## src/rtl/game_config.svh

```systemverilog
// Shared game geometry: screen size and sprite coordinate widths.
// Included inside game_sprite_mover_pkg so every sprite instance agrees on them.
// Values only; no logic lives here.
`ifndef GAME_CONFIG_SVH
`define GAME_CONFIG_SVH

localparam int GAME_SCREEN_WIDTH  = 640;
localparam int GAME_SCREEN_HEIGHT = 480;
localparam int GAME_X_WIDTH       = 10;
localparam int GAME_Y_WIDTH       = 10;
localparam int GAME_DX_WIDTH      = 4;
localparam int GAME_DY_WIDTH      = 4;

`endif

```

## src/rtl/game_sprite_mover_pkg.sv

```systemverilog
// Shared constants and helpers for the sprite mover and its frame divider.
// Latency: n/a (declarations only).
// Backpressure: n/a.
package game_sprite_mover_pkg;

    `include "game_config.svh"

    localparam int SPRITE_W_DEFAULT        = 8;
    localparam int SPRITE_H_DEFAULT        = 8;
    localparam int FRAMES_PER_STEP_DEFAULT = 2;

    // Counter width for a modulo-n count; never below one bit so n=1 still builds.
    function automatic int count_width(input int n);
        int w;
        w = (n > 1) ? $clog2(n) : 1;
        return w;
    endfunction

endpackage

```

## src/rtl/game_sprite_frame_divider.sv

```systemverilog
// Counts frame ticks and emits a step pulse every FRAMES_PER_STEP ticks while enabled.
// Latency: step is combinational in the cycle of the qualifying frame_tick.
// Backpressure: none; clear or enable low discards any partial count.
// Ports: clk, rst (async active-high), frame_tick, enable (level), clear (1-cycle), step (out).
module game_sprite_frame_divider
    import game_sprite_mover_pkg::*;
#(
    parameter int FRAMES_PER_STEP = FRAMES_PER_STEP_DEFAULT
) (
    input  logic clk,
    input  logic rst,
    input  logic frame_tick,
    input  logic enable,
    input  logic clear,
    output logic step
);

    localparam int CW = count_width(FRAMES_PER_STEP);
    localparam logic [CW-1:0] LAST = CW'(FRAMES_PER_STEP - 1);

    logic [CW-1:0] count_q;
    logic [CW-1:0] count_d;
    logic          at_last;

    assign at_last = (count_q == LAST);

    // A clear (position reload) suppresses the step so the new position is not moved.
    assign step = enable && frame_tick && !clear && at_last;

    always_comb begin
        count_d = count_q;
        if (!enable || clear) begin
            count_d = '0;
        end else if (frame_tick) begin
            count_d = at_last ? '0 : count_q + CW'(1);
        end
    end

    always_ff @(posedge clk or posedge rst) begin
        if (rst) begin
            count_q <= '0;
        end else begin
            count_q <= count_d;
        end
    end

endmodule

```

## src/rtl/game_sprite_mover.sv

```systemverilog
// Per-sprite position/velocity engine: loads, steps on divided frame ticks, bounds and raster hit.
// Latency: x/y/stepped/pixel_hit registered (1 cycle); within_screen combinational from x/y.
// Backpressure: none; write_xy wins over a coincident step, write_dxy applies from the next step.
// Ports: clk, rst (async active-high); write_xy/x_in/y_in, write_dxy/dx_in/dy_in, enable_update,
//        frame_tick, pixel_x/pixel_y in; x, y, within_screen, stepped, pixel_hit out.
module game_sprite_mover
    import game_sprite_mover_pkg::*;
#(
    parameter int X_WIDTH         = GAME_X_WIDTH,
    parameter int Y_WIDTH         = GAME_Y_WIDTH,
    parameter int DX_WIDTH        = GAME_DX_WIDTH,
    parameter int DY_WIDTH        = GAME_DY_WIDTH,
    parameter int SPRITE_WIDTH    = SPRITE_W_DEFAULT,
    parameter int SPRITE_HEIGHT   = SPRITE_H_DEFAULT,
    parameter int SCREEN_WIDTH    = GAME_SCREEN_WIDTH,
    parameter int SCREEN_HEIGHT   = GAME_SCREEN_HEIGHT,
    parameter int FRAMES_PER_STEP = FRAMES_PER_STEP_DEFAULT
) (
    input  logic               clk,
    input  logic               rst,
    input  logic               write_xy,
    input  logic [X_WIDTH-1:0] x_in,
    input  logic [Y_WIDTH-1:0] y_in,
    input  logic               write_dxy,
    input  logic [DX_WIDTH-1:0] dx_in,
    input  logic [DY_WIDTH-1:0] dy_in,
    input  logic               enable_update,
    input  logic               frame_tick,
    input  logic [X_WIDTH-1:0] pixel_x,
    input  logic [Y_WIDTH-1:0] pixel_y,
    output logic [X_WIDTH-1:0] x,
    output logic [Y_WIDTH-1:0] y,
    output logic               within_screen,
    output logic               stepped,
    output logic               pixel_hit
);

    localparam int XE = X_WIDTH - DX_WIDTH;
    localparam int YE = Y_WIDTH - DY_WIDTH;

    logic [X_WIDTH-1:0]  x_q, x_d;
    logic [Y_WIDTH-1:0]  y_q, y_d;
    logic [DX_WIDTH-1:0] dx_q, dx_d;
    logic [DY_WIDTH-1:0] dy_q, dy_d;
    logic                stepped_q, stepped_d;
    logic                pixel_hit_q, pixel_hit_d;

    logic                step;
    logic [X_WIDTH-1:0]  dx_ext;
    logic [Y_WIDTH-1:0]  dy_ext;
    logic [X_WIDTH-1:0]  rel_x;
    logic [Y_WIDTH-1:0]  rel_y;
    logic [X_WIDTH:0]    x_end;
    logic [Y_WIDTH:0]    y_end;

    game_sprite_frame_divider #(
        .FRAMES_PER_STEP(FRAMES_PER_STEP)
    ) u_divider (
        .clk        (clk),
        .rst        (rst),
        .frame_tick (frame_tick),
        .enable     (enable_update),
        .clear      (write_xy),
        .step       (step)
    );

    // Sign-extend velocity; the add then wraps modulo 2^width, so moving off the
    // left/top edge lands on a large value that the bounds check rejects.
    assign dx_ext = {{XE{dx_q[DX_WIDTH-1]}}, dx_q};
    assign dy_ext = {{YE{dy_q[DY_WIDTH-1]}}, dy_q};

    // One bit wider than the position so x+width cannot alias back on screen.
    assign x_end = {1'b0, x_q} + (X_WIDTH+1)'(SPRITE_WIDTH);
    assign y_end = {1'b0, y_q} + (Y_WIDTH+1)'(SPRITE_HEIGHT);
    assign within_screen = (x_end <= (X_WIDTH+1)'(SCREEN_WIDTH)) &&
                           (y_end <= (Y_WIDTH+1)'(SCREEN_HEIGHT));

    // Unsigned difference folds both "left of box" and "right of box" into one compare.
    assign rel_x = pixel_x - x_q;
    assign rel_y = pixel_y - y_q;

    always_comb begin
        x_d         = x_q;
        y_d         = y_q;
        dx_d        = dx_q;
        dy_d        = dy_q;
        stepped_d   = step;
        pixel_hit_d = (rel_x < X_WIDTH'(SPRITE_WIDTH)) && (rel_y < Y_WIDTH'(SPRITE_HEIGHT));

        if (write_xy) begin
            x_d = x_in;
            y_d = y_in;
        end else if (step) begin
            // Uses the velocity held before any same-cycle write_dxy.
            x_d = x_q + dx_ext;
            y_d = y_q + dy_ext;
        end

        if (write_dxy) begin
            dx_d = dx_in;
            dy_d = dy_in;
        end
    end

    always_ff @(posedge clk or posedge rst) begin
        if (rst) begin
            x_q         <= '0;
            y_q         <= '0;
            dx_q        <= '0;
            dy_q        <= '0;
            stepped_q   <= 1'b0;
            pixel_hit_q <= 1'b0;
        end else begin
            x_q         <= x_d;
            y_q         <= y_d;
            dx_q        <= dx_d;
            dy_q        <= dy_d;
            stepped_q   <= stepped_d;
            pixel_hit_q <= pixel_hit_d;
        end
    end

    assign x         = x_q;
    assign y         = y_q;
    assign stepped   = stepped_q;
    assign pixel_hit = pixel_hit_q;

endmodule
```

## config.mk

```make
export PLATFORM = sky130hd
export DESIGN_NAME = game_sprite_mover
export DESIGN_NICKNAME = d
export VERILOG_FILES = /design/src/rtl/game_sprite_mover_pkg.sv /design/src/rtl/game_sprite_frame_divider.sv /design/src/rtl/game_sprite_mover.sv
export VERILOG_INCLUDE_DIRS = /design/src /design/src/rtl
export SDC_FILE = /design/constraint.sdc
export NUM_CORES = 1
export LEC_CHECK = 0
export BUFFER_PORTS_ARGS = -buffer_cell sky130_fd_sc_hd__buf_2
export CORE_MARGIN = 2
export CORE_UTILIZATION = 54
export DETAILED_ROUTE_END_ITERATION = 10
export MAX_ROUTING_LAYER = met4
export PLACE_DENSITY = 0.91
export SYNTH_ARGS = -nofsm -noshare
export SYNTH_HDL_FRONTEND = slang
export SYNTH_HIERARCHICAL = 1
export SYNTH_SLANG_ARGS = --single-unit
```

## constraint.sdc

```tcl
create_clock -name clk -period 2.6 [get_ports clk]
set_input_delay 0.13 -clock clk [delete_from_list [all_inputs] [get_ports clk]]
set_output_delay 0.13 -clock clk [all_outputs]
set_load 0.05 [all_outputs]
```

==> results of run 1 <==
-- worst reg2reg max path, delay by kind of cell, from the launching register on --
kind | cells | cell delay (ps)
flops | 1 | 460
buf+inv | 1 | 100
compound gates | 3 | 450
fa+ha+maj | 1 | 350
simple gates | 3 | 940
-- cells in the mapped netlist (2+ instances only) --
master     number  area [um^2]
ha_1           36        450.4
xor2_1          9        78.83
buf_1           2        7.510
o221ai_1        2        17.52
nand4b_1        3        26.28
mux2i_1        10        100.1
and2_1          2        12.51
a31oi_1         3        18.77
a211oi_1        4        30.03
xnor2_1         6        52.55
clkbuf_1        7        26.28
or3_1           6        37.54
nand4_1         4        25.02
a2bb2oi_1       5        43.79
o21ai_1         7        35.03
a311oi_1        2        17.52
nor4_1          4        25.02
nor2b_1         6        37.54
nand3_1         3        15.01
nor3_1         16        80.08
a21oi_1        31        155.2
o22ai_1         2        12.51
dfrtp_1        31        775.7
o21ai_0        26        130.1
nand2b_1        3        18.77
nand2_1        39        146.4
a21o_1          5        37.54
o21bai_1        3        22.52
a22oi_1         3        22.52
inv_1          29        108.9
o31ai_1         2        15.01
fa_1            2        40.04
nor2_1         15        56.30
mux2_2          7        78.83
and3_1          5        31.28
-- final timing paths --
check | slack, ps | start | end | depth (start not counted)
worst max-delay path | 190 | y[6]$_DFFE_PP0P_ | pixel_hit$_DFF_PP0_ | 8
worst min-delay path | 50 | x_in[1] | x[1]$_DFFE_PP0P_ | 3
worst max register to register | 190 | y[6]$_DFFE_PP0P_ | pixel_hit$_DFF_PP0_ | 8
worst min register to register | 510 | dy_q[0]$_DFFE_PP0P_ | dy_q[0]$_DFFE_PP0P_ | 1
max in group asynchronous | 1820 | rst | x[6]$_DFFE_PP0P_ | 4
min in group asynchronous | 220 | rst | u_divider/at_last$_DFFE_PP0P_ | 3
-- state kept, by name, indices dropped and copies added, names as in the netlist --
| name | cells |
|---|---|
| x | 10 |
| dx_q | 4 |
| y | 10 |
| pixel_hit | 1 |
| dy_q | 4 |
| stepped | 1 |
| u_divider/at_last | 1 |
-- per-layer routing --
metal / wire length (um) / part of all wire
met3: 650 / 0.081
met4: 116 / 0.014
met2: 3889 / 0.48
met1: 3401 / 0.42
met5: 0 / 0
-- layout make-up --
| cell class | count | area (um^2) | share of cell area |
|---|---|---|---|
| Clock buffer | 6 | 82.58 | 0.02277 |
| Timing Repair Buffer | 85 | 456.7 | 0.1259 |
| Tap cell | 70 | 87.58 | 0.02415 |
| Sequential cell | 31 | 775.7 | 0.2139 |
| Inverter | 30 | 112.6 | 0.03105 |
| Clock inverter | 2 | 35.03 | 0.009658 |
| Multi-Input combinational cell | 288 | 2077 | 0.5726 |
-- per-stage QoR --
stage | instance area [um^2] | total power, mW | instances | hold slack [ps] | setup WS (ps)
5_1_grt | 3627 | 2.082 | 512 | 52.41 | 4.801
3_3_place_gp | 3470 | 1.400 | 503 | -25.32 | 271.6
2_1_floorplan | 2975 | 1.218 | 358 | -141.3 | 38.39
3_5_place_dp | 3470 | 1.436 | 503 | -22.70 | 152.9
4_1_cts | 3597 | 1.941 | 512 | 50.25 | 29.29
6_report | 3627 | 1.964 | 512 | 49.80 | 188.6
-- kinds of logic after synthesis --
group                    count (synthesis)
adder cells (fa/ha/maj)                 38
buffers and inverters                   39
flip-flops                              31
AND/OR/NAND/NOR                        114
AO/OA/AOI/OAI                          103
multiplexers                            17
XOR/XNOR                                16
-- where the power goes --
part | switching (mW) | total [mW] | internal [mW]
sequential | 0.0672 | 0.592 | 0.525
combinational | 0.521 | 0.864 | 0.343
clock | 0.198 | 0.508 | 0.310
total | 0.786 | 1.96 | 1.18
-- timing repair --
| action | 4_1_cts | 5_1_grt |
|---|---|---|
| endpoints found under the hold margin | 31 | 0 |
| gates resized for setup | 0 | 7 |
| endpoints found under the setup margin | 0 | 2 |
| hold buffers | 1 | 0 |
==> summary.txt, run 1 <==
Status
  – Status: finished clean

Worst setup path
  – CP arrival: 2610 ps
  – CP cell instances: inv_1, ha_1, a21o_1, a21oi_1, o2bb2ai_1, nor4_1, or4b_1, nor4_2
  – Max stage delay cell, worst path: or4b_1
  – Largest stage delay, worst path: 470 ps
  – Crit path buffers/inverters: 1
  – Crit path max fanout: 7
  – Kind of cell adding the most delay to the critical path: simple AND/OR/NAND/NOR gates
  – Required @ worst endpoint: 2800 ps
  – Endpoint class of the critical path: register
  – Startpoint Class: register
  – Kind of critical path: reg2reg

Global routing
  – Met1 Use GR: 0.3608
  – Largest net degree at the start of global routing: 39
  – Layer carrying the most global-route usage: met2
  – GRT Total Usage: 0.2767
  – Antenna violations before repair: 0
  – First-pass GRT wire length: 13.28 mm
  – M3 GR Usage: 0.04138
  – GR Overflow Total: 0
  – Vias in the first global route: 2,906
  – Global-route met2 utilization: 0.4569

Timing
  – Setup Skew: 5.246 ps
  – Worst-Margin Slew: 448.9 ps
  – Setup_tns: 0 ps
  – Final worst-path cycle share: 0.9275
  – RSZ-0062 raised after global routing: no
  – Fmax: 414.7 MHz
  – Final Max Slew Viols: 0
  – Final Setup Violations: 0
  – Min Tclk post-route: 2411 ps
  – Relative max-transition margin: 0.7007
  – Final Hold Fails: 0

Power and ir drop
  – Static leakage: 1.765 nW
  – IR drop worst, VDD: 0.4471 mV
  – Power Density: 541.6 nW/um^2

Placed design
  – Dpl hpwl: 6.152 mm
  – PortBufs: 76
  – Placer Congestion: 0.9596

Layout
  – Area growth syn-to-layout: 22.63%
  – Most frequent cells in the layout: buf_2, nand2_1, ha_1, a21oi_1, dfrtp_1
  – Final nets: 533
  – Fillers: 404
  – # diodes: 0
  – Share of cells above drive strength 1: 0.2489
  – Leading cell type in the layout, fill and taps excluded: buf_2
  – Fin util: 0.6969

Clocking
  – Num CTS Buffers: 5
  – Root Buffer: clkbuf_8
  – CTS clk-pin slew, worst paths: 70 ps
  – Clock Tree Buf Depth: 2
  – CTS tree: yes
  – CTS H-tree depth: 2
  – Worst-skew pair later-pin latency: 290 ps
  – Clock sink count: 31
  – Post-CTS Setup Inserts: 0

Routing
  – Routed wire length: 8.057 mm
  – Vias per cell: 6.035
  – TritonRoute pass-1 iters: 5
  – DRT iter0 DRCs: 220
  – Routed vias: 3,090
  – Post-route ant nets: 0
  – # DRC: 0
  – Routed len/inst: 15.74 um

Synthesis
  – Syn nets: 450
  – Mux cell area share after synthesis: 0.06049
  – Main combinational cell family by area after synthesis: compound AO/OA/AOI/OAI gates
  – Async S/R FF share, synth: 1.000
  – Post-Synth Simple-Gate Area: 0.1997
  – Synth Area in XOR/XNOR: 0.04992
  – Synth Area in Compound Gates: 0.2124
  – Post-Synth Adder-Cell Area: 0.1658
  – Seq/Total Area, Yosys: 0.2623
  – FF+latch count, synth: 31
  – Syn avg cell area: 8.262 um^2
  – Most used flip-flop cell after synthesis: dfrtp_1
  – Syn Std Cell Area: 2958 um^2
  – Synth warnings: 6
  – Mapped Cells: 358
  – Yosys cell types: 53
  – Number of synthesized flops with an enable pin: 0

Die
  – Row cnt: 26
  – I/O pin count: 77
  – Core area: 5205 um^2
  – Chip Height: 78.01 um
  – Die area: 6086 um^2
  – Die Wd: 78.01 um
  – Initial core utilization: 0.5683

Min path
  – Worst min path class: in2reg

Job
  – Max-Cap Viols: 0
Note: power is estimated with default switching activity, not from simulation.
==> run 2: changes to the inputs <==
--- a/config.mk
+++ b/config.mk
@@ -7,11 +7,14 @@
 export NUM_CORES = 1
 export LEC_CHECK = 0
 export BUFFER_PORTS_ARGS = -buffer_cell sky130_fd_sc_hd__buf_2
+export CELL_PAD_IN_SITES_DETAIL_PLACEMENT = 0
+export CELL_PAD_IN_SITES_GLOBAL_PLACEMENT = 1
 export CORE_MARGIN = 2
-export CORE_UTILIZATION = 54
+export CORE_UTILIZATION = 39
+export CTS_CLUSTER_DIAMETER = 100
 export DETAILED_ROUTE_END_ITERATION = 10
 export MAX_ROUTING_LAYER = met4
-export PLACE_DENSITY = 0.91
+export PLACE_DENSITY = 0.9
 export SYNTH_ARGS = -nofsm -noshare
 export SYNTH_HDL_FRONTEND = slang
 export SYNTH_HIERARCHICAL = 1
==> run 2 against run 1 <==
Effect of this change: critical path depth did not move; flip-flop and latch count did not move; first-iteration DRC count fell by 13%; final cell count rose by 5.7%; clock-buffer cell count rose by 2; clock power fell by 13%; maximum frequency fell by 2.2%; largest power group unchanged.
==> summary.txt, run 2 (synthesis results as in run 1) <==
Clocking
  – Clock sink count: 31 (unchanged)
  – Num CTS Buffers: 5 (unchanged)
  – Clock Tree Buf Depth: 2 (unchanged)
  – CTS tree: yes
  – Worst-skew pair later-pin latency: 300 ps (about the same)
  – CTS clk-pin slew, worst paths: 70 ps (about the same)
  – Root Buffer: clkbuf_8
  – Post-CTS Setup Inserts: 0 (unchanged)
  – CTS H-tree depth: 2 (unchanged)

Worst setup path
  – Largest stage delay, worst path: 520 ps (+50 ps)
  – Crit path max fanout: 5 (-2)
  – Crit path buffers/inverters: 1 (unchanged)
  – Kind of cell adding the most delay to the critical path: simple AND/OR/NAND/NOR gates
  – Required @ worst endpoint: 2810 ps (about the same)
  – Startpoint Class: register
  – Kind of critical path: reg2reg
  – CP cell instances: inv_1, ha_1, a21oi_1, o21ai_1, a31o_2, mux2i_1, or4b_1, nor4_2
  – CP arrival: 2670 ps (+60 ps)
  – Max stage delay cell, worst path: or4b_1
  – Worst r2r path cells: 8 (unchanged)
  – Endpoint class of the critical path: register
  – Critical path depth: 8 (unchanged)

Layout
  – Final nets: 533 (unchanged)
  – Final instance area: 3651 um^2 (+0.66%)
  – Area growth syn-to-layout: 23.43%
  – # diodes: 0 (unchanged)
  – Most frequent cells in the layout: buf_2, nand2_1, ha_1, a21oi_1, dfrtp_1
  – Share of cells above drive strength 1: 0.2466 (-0.002262)
  – Fin util: 0.5007 (-0.1962)
  – Final Non-Filler Cells: 541 (+5.7%)
  – Leading cell type in the layout, fill and taps excluded: buf_2

Die
  – Die area: 8296 um^2 (+36%)
  – Chip Height: 91.09 um (+17%)
  – Core area: 7292 um^2 (+40%)
  – Initial core utilization: 0.4056 (-0.1626)
  – I/O pin count: 77 (unchanged)
  – Die Wd: 91.09 um (+17%)
  – Row cnt: 31 (+19%)

Placed design
  – Placed cell areas: 3506 um^2 (+1.0%)
  – Place WS: 164.2 ps (+11.26 ps)
  – PortBufs: 76 (unchanged)
  – Dpl hpwl: 6.337 mm (+3.0%)
  – Placed insts: 532 (+5.8%)
  – Placer Congestion: 0.8630 (-10%)

Routing
  – TritonRoute pass-1 iters: 4 (-1)
  – Vias per cell: 5.442 (-9.8%)
  – Met2 WL post-DR: 3.523 mm (-9.4%)
  – Highest routed layer: met4
  – Routed wire length: 8.126 mm (+0.86%)
  – Post-route ant nets: 0 (unchanged)
  – Met1 Wirelength: 4.045 mm (+19%)
  – Routed vias: 2,944 (-4.7%)
  – # DRC: 0 (unchanged)
  – Routed len/inst: 15.02 um (-4.5%)
  – WL met3: 392 um (-40%)
  – DRT iter0 DRCs: 192 (-13%)

Timing
  – Final Hold Fails: 0 (unchanged)
  – Setup ws final: 135.6 ps (-53.03 ps)
  – Setup Skew: 4.613 ps (-0.6325 ps)
  – Fmax: 405.8 MHz (-2.2%)
  – RSZ-0062 raised after global routing: no
  – Final Max Slew Viols: 0 (unchanged)
  – Final worst-path cycle share: 0.9479 (+0.02040)
  – Worst-Margin Slew: 521.3 ps (+72.39 ps)
  – Setup_tns: 0 ps (unchanged)
  – Relative max-transition margin: 0.6521 (-0.04864)
  – Final Setup Violations: 0 (unchanged)
  – Min Tclk post-route: 2464 ps (+53.03 ps)
  – Hold Worst Slack: 42.29 ps (-7.514 ps)

Power and ir drop
  – IR drop worst, VDD: 0.2417 mV (-46%)
  – Total Power: 1.902 mW (-3.2%)
  – Power Density: 521.0 nW/um^2 (-3.8%)
  – Static leakage: 1.755 nW (-0.59%)

Job
  – Max-Cap Viols: 0 (unchanged)

Min path
  – Worst min path class: in2reg
  – WHS Path Cells: 3 (unchanged)

Global routing
  – GRT Total Usage: 0.2085 (-0.06820)
  – Vias in the first global route: 2,921 (+0.52%)
  – GR Overflow Total: 0 (unchanged)
  – Largest net degree at the start of global routing: 39 (unchanged)
  – First-pass GRT wire length: 13.83 mm (+4.2%)
  – Antenna violations before repair: 0 (unchanged)

Status
  – Status: finished clean
run 2: cell types whose count changed in the layout (fill, tap and decap cells not counted):
cell and delta:
bufinv_16 -1, clkbuf_1 +1, clkbuf_8 +1, clkinv_2 -1, dfrtp_1 -1, dfrtp_2 +1, nor4_2 -1, nor4_4 +1
o31ai_1 +1, o31ai_2 -1
run 2: layout make-up:
type | count | area [um^2]
Sequential cell | 31 | 777.0
Multi-Input combinational cell | 288 | 2081
Tap cell | 99 | 123.9
Timing Repair Buffer | 85 | 456.7
Fill cell | 754 | 3641
Clock buffer | 8 | 100.1
Inverter | 30 | 112.6
run 2: report_power, final:
group / internal (mW) / total (mW) / switching [mW]
Combinational: 0.346 / 0.869 / 0.523
Clock: 0.242 / 0.444 / 0.202
Sequential: 0.525 / 0.589 / 0.0637
Total: 1.11 / 1.90 / 0.790
run 2: routing by layer:
metal	GRT usage	up-vias
met1	0.2901	1371
met4	0.06061	0
met3	0.03485	15
met2	0.3123	81
met5	-	-
li1	-	1477
run 2: tightest hold or removal path: cells and delay by family:
| family | cells | cell delay (ps) |
|---|---|---|
| compound gates | 1 | 50 |
| buf+inv | 1 | 70 |
| simple gates | 1 | 40 |
run 2: path summary, 6_finish.rpt:
path | end | slack, ps | start
worst min register to register | dx_q[0]$_DFFE_PP0P_ | 510 | dx_q[0]$_DFFE_PP0P_
worst max-delay path | pixel_hit$_DFF_PP0_ | 140 | y[2]$_DFFE_PP0P_
worst max register to register | pixel_hit$_DFF_PP0_ | 140 | y[2]$_DFFE_PP0P_
max in group asynchronous | y[6]$_DFFE_PP0P_ | 1790 | rst
worst min-delay path | x[1]$_DFFE_PP0P_ | 40 | x_in[1]
min in group asynchronous | u_divider/at_last$_DFFE_PP0P_ | 210 | rst
run 2: repair_timing:
action                                 CTS  global route
endpoints found under the hold margin   31             0
resized for setup                        2             6
setup endpoints to repair                1             2
hold buffers                             1             0
==> run 3: changes to the inputs <==
--- a/config.mk
+++ b/config.mk
@@ -6,7 +6,7 @@
 export SDC_FILE = /design/constraint.sdc
 export NUM_CORES = 1
 export LEC_CHECK = 0
-export BUFFER_PORTS_ARGS = -buffer_cell sky130_fd_sc_hd__buf_2
+export BUFFER_PORTS_ARGS = -buffer_cell sky130_fd_sc_hd__buf_4
 export CELL_PAD_IN_SITES_DETAIL_PLACEMENT = 0
 export CELL_PAD_IN_SITES_GLOBAL_PLACEMENT = 1
 export CORE_MARGIN = 2
==> run 3 against run 2 <==
Effect of this change: final cell count increased by 0.92%; via count up 0.54%; non-clock buffer count rose by 5; die area unchanged; global-route usage shrank 0.27 points; register-to-register slack better by 20 ps; maximum frequency is 1.0% higher; core utilization rose by 3.4 points; largest power group unchanged.
==> summary.txt, run 3 (synthesis results as in run 1) <==
Status
  – Status: finished clean

Timing
  – Final worst-path cycle share: 0.9383 (-0.009570)
  – Final Max Slew Viols: 0 (unchanged)
  – Setup_tns: 0 ps (unchanged)
  – RSZ-0062 raised after global routing: no
  – Final Setup Violations: 0 (unchanged)
  – Min Tclk post-route: 2440 ps (-24.88 ps)
  – Hold Worst Slack: 36.74 ps (-5.556 ps)
  – Final Hold Fails: 0 (unchanged)
  – Fmax: 409.9 MHz (+1.0%)
  – Worst-Margin Slew: 414.8 ps (-106.5 ps)
  – Relative max-transition margin: 0.7222 (+0.07008)
  – Setup Skew: 4.999 ps (+0.3856 ps)

Power and ir drop
  – Clk pwr share: 0.284 (+0.050)
  – Comb power frac: 0.437 (-0.020)
  – Net load switching power: 0.7984 mW (+1.1%)
  – Seq pwr share: 0.279 (-0.031)
  – Static leakage: 1.853 nW (+5.6%)
  – Internal Pwr Total: 1.296 mW (+17%)
  – IR drop worst, VDD: 0.2494 mV (+3.2%)
  – Power Density: 537.6 nW/um^2 (+3.2%)
  – Switching Fraction: 0.3811 (-0.03395)
  – Total Power: 2.095 mW (+10%)

Layout
  – Final nets: 538 (+0.94%)
  – Final instance area: 3896 um^2 (+6.7%)
  – Most frequent cells in the layout: buf_4, nand2_1, ha_1, a21oi_1, dfrtp_1
  – # diodes: 0 (unchanged)
  – FF/Latch Area: 775.7 um^2 (-0.16%)
  – Area of the multi-input gates: 2066 um^2 (-0.72%)
  – Share of cells above drive strength 1: 0.2528 (+0.006190)
  – Leading cell type in the layout, fill and taps excluded: buf_4
  – Fillers: 730 (-3.2%)
  – Area growth syn-to-layout: 31.73%

Clocking
  – Post-CTS Setup Inserts: 0 (unchanged)
  – Clock sink count: 31 (unchanged)
  – CTS H-tree depth: 2 (unchanged)
  – Num CTS Buffers: 5 (unchanged)
  – Root Buffer: clkbuf_8
  – CTS tree: yes
  – Clock Tree Buf Depth: 2 (unchanged)
  – Worst-skew pair later-pin latency: 300 ps (about the same)
  – CTS clk-pin slew, worst paths: 80 ps (about the same)

Routing
  – DRT iter0 DRCs: 209 (+8.9%)
  – Vias per cell: 5.421 (-0.38%)
  – Post-route ant nets: 0 (unchanged)
  – Routed len/inst: 14.81 um (-1.4%)
  – Routed vias: 2,960 (+0.54%)
  – # DRC: 0 (unchanged)
  – Routed wire length: 8.085 mm (-0.50%)
  – TritonRoute pass-1 iters: 4 (unchanged)

Worst setup path
  – CP arrival: 2640 ps (-30 ps)
  – Kind of critical path: reg2reg
  – Required @ worst endpoint: 2800 ps (about the same)
  – Crit path max fanout: 5 (unchanged)
  – Endpoint class of the critical path: register
  – Startpoint Class: register

Min path
  – Worst min path class: in2reg

Die
  – I/O pin count: 77 (unchanged)
  – Chip Height: 91.09 um (unchanged)
  – Row cnt: 31 (unchanged)
  – Initial core utilization: 0.4056 (unchanged)
  – Core area: 7292 um^2 (unchanged)
  – Die area: 8296 um^2 (unchanged)
  – Die Wd: 91.09 um (unchanged)

Global routing
  – GR Overflow Total: 0 (unchanged)
  – GRT Total Usage: 0.2058 (-0.002701)
  – M3 GR Usage: 0.03485 (unchanged)
  – Global-route met2 utilization: 0.3074 (-0.004938)
  – First-pass GRT wire length: 13.71 mm (-0.90%)
  – Layer carrying the most global-route usage: met2
  – Largest net degree at the start of global routing: 39 (unchanged)
  – Antenna violations before repair: 0 (unchanged)
  – Met1 Use GR: 0.2907 (+0.0005163)
  – Vias in the first global route: 2,968 (+1.6%)

Job
  – Max-Cap Viols: 0 (unchanged)

Placed design
  – Placed cell areas: 3734 um^2 (+6.5%)
  – Dpl hpwl: 6.375 mm (+0.60%)
  – Placer Congestion: 0.9231 (+7.0%)
  – PortBufs: 76 (unchanged)
==> run 3: cell count changes in the layout (fill, tap and decap cells not counted), sizes merged <==
cell | previous run | this run
buf | 84 | 89
clkbuf | 8 | 5
bufinv | 0 | 2
clkinvlp | 0 | 1
==> run 3: metal layers <==
metal	wire, um	up-vias
li1	-	1485
met1	4123	1387
met2	3431	80
met3	450	8
met4	79	0
met5	0	-
==> run 3: worst paths after layout <==
path	start	endpoint	slack (ps)	depth (start not counted)
worst max-delay path	x[1]$_DFFE_PP0P_	pixel_hit$_DFF_PP0_	160	8
max in group asynchronous	rst	x[5]$_DFFE_PP0P_	1820	4
worst min register to register	dy_q[0]$_DFFE_PP0P_	dy_q[0]$_DFFE_PP0P_	520	1
min in group asynchronous	rst	u_divider/at_last$_DFFE_PP0P_	220	3
worst min-delay path	y_in[8]	y[8]$_DFFE_PP0P_	40	2
worst max register to register	x[1]$_DFFE_PP0P_	pixel_hit$_DFF_PP0_	160	8
==> run 3: repair_timing <==
action	CTS	global route
gates resized for setup	0	3
setup endpoints to repair	0	1
hold buffers	1	0
endpoints found under the hold margin	31	0
==> run 3: power groups by stage <==
stage	Sequential, mW	Clock [mW]	Combinational, mW
after CTS	0.582	0.603	0.909
after detailed placement	0.592	0	0.905
after floorplan	0.691	0	0.527
after global placement	0.590	0	0.888
final	0.584	0.595	0.916
after global routing	0.590	0.623	1.02
==> run 3: cell type report <==
cell class                      count  share of cell area
Clock buffer                        5             0.01766
Clock inverter                      3             0.01734
Inverter                           30             0.02890
Multi-Input combinational cell    288              0.5302
Sequential cell                    31              0.1991
Tap cell                           99             0.03179
Timing Repair Buffer               90              0.1750
==> run 3: per-stage QoR <==
step           utilization  worst slack [ps]  cells
2_1_floorplan            -             38.39    358
3_3_place_gp        0.5120             259.2    537
3_5_place_dp        0.5120             200.5    537
4_1_cts             0.5321             36.03    546
5_1_grt             0.5343             16.02    546
6_report            0.5343             160.5    546
==> run 3: critical path: stages, from the launching register on <==
cell and delay, ps:
dfrtp_1 440, inv_1 110, ha_1 190, a21o_1 150
a31oi_1 330, mux2i_1 150, nor4_1 260, or4b_1 470
nor4_2 260
